File: config.mk
export PLATFORM = sky130hd
export DESIGN_NAME = fifo_axis_out_stage
export DESIGN_NICKNAME = d
export VERILOG_FILES = /design/src/rtl/fifo_axis_pkg.sv /design/src/rtl/fifo_axis_out_stage.sv
export SDC_FILE = /design/constraint.sdc
export NUM_CORES = 1
export LEC_CHECK = 0
export CORE_ASPECT_RATIO = 0.9
export CORE_MARGIN = 10
export CORE_UTILIZATION = 26
export DETAILED_ROUTE_END_ITERATION = 16
export GPL_TIMING_DRIVEN = 0
export PLACE_DENSITY = 0.44
export SYNTH_ARGS = -nofsm -noshare
export SYNTH_HDL_FRONTEND = slang
export SYNTH_SLANG_ARGS = --single-unit
File: constraint.sdc
create_clock -name clk -period 1.7 [get_ports clk]
set_input_delay 0.34 -clock clk [delete_from_list [all_inputs] [get_ports clk]]
set_output_delay 0.34 -clock clk [all_outputs]
set_load 0.005 [all_outputs]
File: src/rtl/fifo_axis_pkg.sv
`default_nettype none
// +----------------------------------------------------------------------------+
// | fifo_axis_pkg                                                              |
// | Shared types for the FIFO-to-AXI4-Stream read-side stage.                  |
// | Rev 1.0                                                                    |
// +----------------------------------------------------------------------------+
package fifo_axis_pkg;

  localparam int unsigned c_slot_count = 2;

  // Encoding equals the number of held entries.
  typedef enum logic [1:0] {
    S_EMPTY = 2'd0,
    S_ONE   = 2'd1,
    S_TWO   = 2'd2
  } state_t;

  function automatic logic [1:0] state_to_occ(input state_t s);
    case (s)
      S_ONE:   return 2'd1;
      S_TWO:   return 2'(c_slot_count);
      default: return 2'd0;
    endcase
  endfunction

endpackage
`default_nettype wire

File: src/rtl/fifo_axis_out_stage.sv
`default_nettype none
// +----------------------------------------------------------------------------+
// | fifo_axis_out_stage                                                        |
// | Pops a FWFT sync FIFO into a 2-entry registered skid buffer and presents  |
// | it as an AXI4-Stream master. Optional tlast: FIFO_AXIS_OUT_TLAST_EN.      |
// | Rev 1.0                                                                    |
// +----------------------------------------------------------------------------+
module fifo_axis_out_stage
  import fifo_axis_pkg::*;
#(
  parameter int DATA_WIDTH     = 8,
  parameter int PKT_LEN        = 16,
  parameter int BEAT_CNT_WIDTH = $clog2(PKT_LEN) + 1
) (
  input  logic                  clk,
  input  logic                  rst_n,
  input  logic                  fifo_empty,
  input  logic [DATA_WIDTH-1:0] fifo_rd_data,
  output logic                  fifo_rd_en,
  output logic                  m_axis_tvalid,
  input  logic                  m_axis_tready,
  output logic [DATA_WIDTH-1:0] m_axis_tdata,
  output logic                  m_axis_tlast,
  output logic [1:0]            occupancy
);

  state_t                r_state;
  state_t                w_next_state;
  logic                  w_pop;
  logic                  w_accept;
  logic                  w_load_head_fifo;
  logic                  w_load_head_skid;
  logic                  w_load_skid;
  logic [DATA_WIDTH-1:0] r_head_data;
  logic [DATA_WIDTH-1:0] r_skid_data;

  // Pop depends only on registered state, keeping tready off the rd_en path.
  assign w_pop    = !fifo_empty && (r_state != S_TWO);
  assign w_accept = (r_state != S_EMPTY) && m_axis_tready;

  always_comb begin
    w_next_state     = r_state;
    w_load_head_fifo = 1'b0;
    w_load_head_skid = 1'b0;
    w_load_skid      = 1'b0;
    case (r_state)
      S_EMPTY: begin
        if (w_pop) begin
          w_next_state     = S_ONE;
          w_load_head_fifo = 1'b1;
        end
      end
      S_ONE: begin
        if (w_pop && w_accept) begin
          w_load_head_fifo = 1'b1;
        end else if (w_pop) begin
          w_next_state = S_TWO;
          w_load_skid  = 1'b1;
        end else if (w_accept) begin
          w_next_state = S_EMPTY;
        end
      end
      S_TWO: begin
        if (w_accept) begin
          w_next_state     = S_ONE;
          w_load_head_skid = 1'b1;
        end
      end
      default: begin
        w_next_state = S_EMPTY;
      end
    endcase
  end

  always_ff @(posedge clk or negedge rst_n) begin
    if (!rst_n) begin
      r_state <= S_EMPTY;
    end else begin
      r_state <= w_next_state;
    end
  end

  always_ff @(posedge clk or negedge rst_n) begin
    if (!rst_n) begin
      r_head_data <= '0;
      r_skid_data <= '0;
    end else begin
      if (w_load_head_fifo) begin
        r_head_data <= fifo_rd_data;
      end else if (w_load_head_skid) begin
        r_head_data <= r_skid_data;
      end
      if (w_load_skid) begin
        r_skid_data <= fifo_rd_data;
      end
    end
  end

`ifdef FIFO_AXIS_OUT_TLAST_EN
  localparam logic [BEAT_CNT_WIDTH-1:0] c_last_beat = BEAT_CNT_WIDTH'(PKT_LEN - 1);

  logic [BEAT_CNT_WIDTH-1:0] r_pop_cnt;
  logic                      w_pop_last;
  logic                      r_head_last;
  logic                      r_skid_last;

  // Counting pops equals counting accepts because beat order is preserved.
  assign w_pop_last = (r_pop_cnt == c_last_beat);

  always_ff @(posedge clk or negedge rst_n) begin
    if (!rst_n) begin
      r_pop_cnt   <= '0;
      r_head_last <= 1'b0;
      r_skid_last <= 1'b0;
    end else begin
      if (w_pop) begin
        r_pop_cnt <= w_pop_last ? '0 : r_pop_cnt + BEAT_CNT_WIDTH'(1);
      end
      if (w_load_head_fifo) begin
        r_head_last <= w_pop_last;
      end else if (w_load_head_skid) begin
        r_head_last <= r_skid_last;
      end
      if (w_load_skid) begin
        r_skid_last <= w_pop_last;
      end
    end
  end

  assign m_axis_tlast = r_head_last;
`else
  logic [BEAT_CNT_WIDTH-1:0] w_unused_cnt;
  assign w_unused_cnt = BEAT_CNT_WIDTH'(PKT_LEN - 1);
  assign m_axis_tlast = 1'b0;
`endif

  assign fifo_rd_en    = w_pop;
  assign m_axis_tvalid = (r_state != S_EMPTY);
  assign m_axis_tdata  = r_head_data;
  assign occupancy     = state_to_occ(r_state);

endmodule
`default_nettype wire

* After elaboration in Yosys (flattened, before gate mapping)
Cells that the tools add are included.
** Word-level totals
- Register bits :: 18
- Output and inout bits :: 13
- Logic and storage cells :: 34
- Input bits :: 12
** Cells by class
- Muxes and demuxes :: 16
- Reductions and logical operators :: 8
- Eq/ne operators :: 7
** Operators with widths (count)
- $mux W8 :: 2
- $mux W2 :: 5
- $ne A2 B2 Y1 const B :: 4
- $mux W1 :: 6
- $pmux W2 S3 :: 1
- $pmux W2 S2 :: 1
- $reduce_and A4 Y1 :: 1
- $reduce_bool A2 Y1 :: 2
- $logic_and A1 B1 Y1 :: 3
- $ne A3 B3 Y1 const B :: 1
- $eq A2 B1 Y1 const B :: 1
- $eq A2 B2 Y1 const B :: 1
- $logic_not A2 Y1 :: 1
- $pmux W1 S2 :: 1
- $logic_not A1 Y1 :: 1

* Depth between registers and ports, before layout
- Word-level depth :: 6
- Gate-level depth with buffers :: 6
- Depth with buffers taken out :: 4

* Least setup slack after synthesis
Ideal clock, no wire load.
- Path kind :: reg-to-output
- Start point :: register r_state[1]
- End point :: output fifo_rd_en
- Path buffers :: 2
- Data required time :: 1.360 ns
- Path slack :: 0.275 ns
- Arrival time :: 1.085 ns
- Cell stages (with the launch flop) :: 6
- Cell sequence :: dfrtp_1 -> buf_6 -> or2b_1 -> clkbuf_1 -> inv_1 -> nor2_1
** Between the ends
- Cells in the longest elaborated chain, start to end :: 2
** RTL lines
- start: declaration :: RTL line fifo_axis_out_stage.sv:27 : state_t r_state;
- start signal: assignment :: RTL line fifo_axis_out_stage.sv:79 : r_state <= w_next_state;
- $ne A2 B2 Y1 :: RTL line fifo_axis_out_stage.sv:38 : assign w_pop = !fifo_empty && (r_state != S_TWO);
- $logic_and A1 B1 Y1 :: RTL line fifo_axis_out_stage.sv:38
- end: declaration :: RTL line fifo_axis_out_stage.sv:19 : output logic fifo_rd_en,
Every way passes these cells.

* Worst setup path after layout
- Start point :: register r_state[0]
- End point :: output occupancy[1]
** Between the ends
- Cells in the longest elaborated chain, start to end :: 2
- Elaborated cells on any way between the ends :: 3
- Classes of those cells :: eq/ne (2); mux (1)
** RTL lines
- $eq A2 B2 Y1 or $eq A2 B1 Y1 (tied branches) :: RTL line fifo_axis_pkg.sv:19 : case (s)
- $pmux W2 S2 * :: RTL line fifo_axis_pkg.sv:19
- end: declaration :: RTL line fifo_axis_out_stage.sv:24 : output logic [1:0] occupancy
Every way passes the cells marked *; elsewhere a longest branch is shown, timed or not.

==> run summary <==
The power per cell area is 1150 nW/um^2. The post-route core utilization came out at 36.7%. The total power is 0.00156 W. The count of filler cells inserted in the layout is 385. The number of flops mapped to enable cells by yosys is 0. The area enclosed by the die boundary is 6700 sq um. The final routed wirelength across all metal layers came out at 2400 um. The number of clock buffers inserted by TritonCTS is 3. The routed layout has 770 vias. The largest single stage delay on the critical path is 0.40 ns. The global-route wire length before repair came out at 4160 um. The number of endpoints with negative hold slack in the final report came out at 0. The post-DP HPWL is 1870 um. The clock slew seen by the registers of the worst setup and hold paths came out at 0.06 ns. The data required time at the worst endpoint is 1.36 ns. After layout, the minimum clock period comes to 1.65 ns. The cell area that synthesis handed to floorplanning was 995 sq um. The post-route worst setup slack is 0.0483 ns.

The pre-CTS worst setup slack is -0.335 ns. The maximum net fanout on the critical path came out at 3. The number of ports placed on the die boundary is 25. The startpoint kind of the worst setup timing path is a flop. Once detail routing completed, the nets flagged for antenna violations numbered 0. The synthesis-to-finish area growth came out at 36.7%. Synthesis produced a netlist whose cell count is 93. The clock tree from TritonCTS is yes. The maximum clock insertion buffer count came out at 2. The number of synthesized register bits is 18.

Data on the critical path arrives at its endpoint at 1.31 ns. The number of cells traversed by the worst hold path is 1. The synthesized netlist net count is 105.

For this run, the leading register cell type out of synthesis is dfrtp_1. The number of global-route vias before repair came to 816. The number of hold buffers added after CTS is 0. The leakage power summed over all cells came out at 0.554 nW. Setup repair after global routing left no endpoint under its margin. The worst setup path is captured at a primary output. The overall fraction of global-route tracks in use came out at 7.61%.

The count of placed standard cells including taps is 162. Port buffering added 23 buffers. The sum of overflow across all layers after global routing came out at 0.

The setup TNS after final layout is 0 ns. Routability-driven placement finished with a final weighted congestion of 0.723. The signal on the critical path passes through buf_4 > or2b_4 > inv_2 > clkdlybuf4s15_1. The total clock sinks is 18.

The flow ran to the end, and the final reports show no timing, DRC or antenna violations. The peak supply drop is 376 uV. A synthesized cell averages 10.7 sq um. The number of antenna cells inserted is 0. The insertion delay of the later-clocked pin in the worst-skew pair is 0.25 ns. In this run the horizontal extent of the chip is 85.2 um. The async set or reset register ratio after synthesis came out at 100%. The number of slew-limit violations in the final report is 0. The number of design-rule violations left by the first detailed-router iteration is 44. The final critical-path share of the clock period is 97.2%.

The number of optimization iterations in the first detailed-route pass is 4. The effective utilization at floorplan came out at 26.8%. The region available for standard cell placement spans 3700 sq um. The height of the die is 78.7 um. The maximum number of pins on one net before global-route repair came out at 19. The slowest stage of the critical path belongs to the cell dfrtp_1. The depth of the worst register-to-register path came out at 6. The fmax came out at 0.605 GHz. The cell sitting at the root of the clock tree is a clkbuf_8. The final setup violation count is 0.

The post-route netlist has 29.5% of its cells at a drive strength greater than 1. The CTS H-tree depth is 1. The actual slew at the worst max-slew pin is 0.822 ns.

The share of synthesized area occupied by flip-flops and latches came out at 45.3%. Max-cap violations in this run came to 0. Row generation in the floorplan step produced 21 rows. The final instance count without filler cells is 168.

After the last flow step, the layout net total stands at 136. The clock tree skew after final layout is 0.00279 ns. Using the TritonRoute via totals, the vias-per-cell ratio works out to 4.58. The distinct cell type count after synthesis came out at 25.

The routed length per placed instance is 14.3 um. The number of remaining DRC errors is 0. The number of warning messages in the yosys log is 0.

The max-slew headroom at the worst pin came out at 45.0%. The number of antenna violations at the first check in global routing came out at 0. By startpoint and endpoint, the worst setup path is classified as reg -> out. In this run the worst hold path is classified as reg -> reg.
==> critical path, delay by kind of cell, from the launching register on <==
| kind | cells | cell delay, ns |
|---|---|---|
| buffers and inverters | 3 | 0.42 |
| flip-flops | 1 | 0.40 |
| AND/OR/NAND/NOR | 1 | 0.25 |
==> repair_timing <==
action / in CTS / in global routing
buffers inserted: 4 / 0
endpoints found under the setup margin: 4 / 9
gates resized for setup: 10 / 4
==> metal layers <==
metal  track usage (%)  part of all wire [%]  up-vias  routed length [um]
li1                  -                     -      382                   -
met2              12.6                    48       18                1140
met4              2.96                   1.5        0                  36
met3              2.79                   5.7        2                 136
met5                 0                     0        -                   0
met1              8.66                    45      368                1080
==> metrics by stage <==
stage / cell area (sq um) / hold slack (ns)
finish: 1360 / 0.497
global route: 1360 / 0.514
CTS: 1360 / 0.502
detailed placement: 1280 / 0.487
global placement: 1280 / 0.480
floorplan: 995 / 0.0444
==> cells in the mapped netlist, types with 3 or more instances <==
cell type	n	share of area [%]
dfrtp_1	18	45
buf_6	3	3.4
nand2b_1	8	5.0
a211oi_2	8	10
mux2_2	8	9.1
o32ai_1	8	7.0
nor2_1	19	7.2
clkbuf_1	4	1.5
==> sequential cells by signal, summed over array words and instances (netlist names) <==
register	count
r_skid_data	8
r_state	2
m_axis_tdata	8
==> logic make-up (layout without fill, tap and decap cells) <==
group,Yosys count,count (layout),share of synthesized area [%]
and+or+nand+nor,36,36,18.9
AOI/OAI and AO/OA,19,19,18.9
DFF,18,18,45.3
buffers and inverters,10,39,6.54
muxes,9,9,10.1
other,1,1,0.377
==> worst paths after layout <==
kind	from	end	slack, ns
max	r_state[0]	occupancy[1]	0.05
min	r_skid_data[0]	r_skid_data[0]	0.50
max reg2reg	r_state[0]	r_skid_data[2]	0.10
min reg2reg	r_skid_data[0]	r_skid_data[0]	0.50
max in group asynchronous	rst_n	r_skid_data[3]	0.63
min in group asynchronous	rst_n	m_axis_tdata[2]	0.56
==> power breakdown <==
part	switching [W]	internal [W]	total, W
sequential	0.0000635	0.000576	0.000640
clock	0.000132	0.000157	0.000289
combinational	0.000240	0.000396	0.000636
total	0.000435	0.00113	0.00156
==> area by class of cell <==
| cell class | instances | area [sq um] | area share [%] |
|---|---|---|---|
| Inverter | 1 | 3.75 | 0.276 |
| Tap cell | 46 | 57.6 | 4.23 |
| Timing Repair Buffer | 27 | 256 | 18.9 |
| Sequential cell | 18 | 450 | 33.1 |
| Multi-Input combinational cell | 65 | 483 | 35.5 |
| Buffer | 8 | 67.6 | 4.97 |
| Clock buffer | 3 | 41.3 | 3.04 |
==> cell usage in the layout, fill, tap and decap left out, types with 2 or more instances in the layout <==
cell type	synthesis	final
nor2_1	19	19
clkdlybuf4s50_1	0	18
dfrtp_1	18	18
nand2b_1	8	8
o32ai_1	8	8
a211oi_2	8	8
mux2_2	8	8
buf_4	1	5
clkbuf_8	0	4
buf_6	3	3
clkbuf_1	4	2
clkdlybuf4s15_1	0	2
Power figures use the tool's default switching activity.
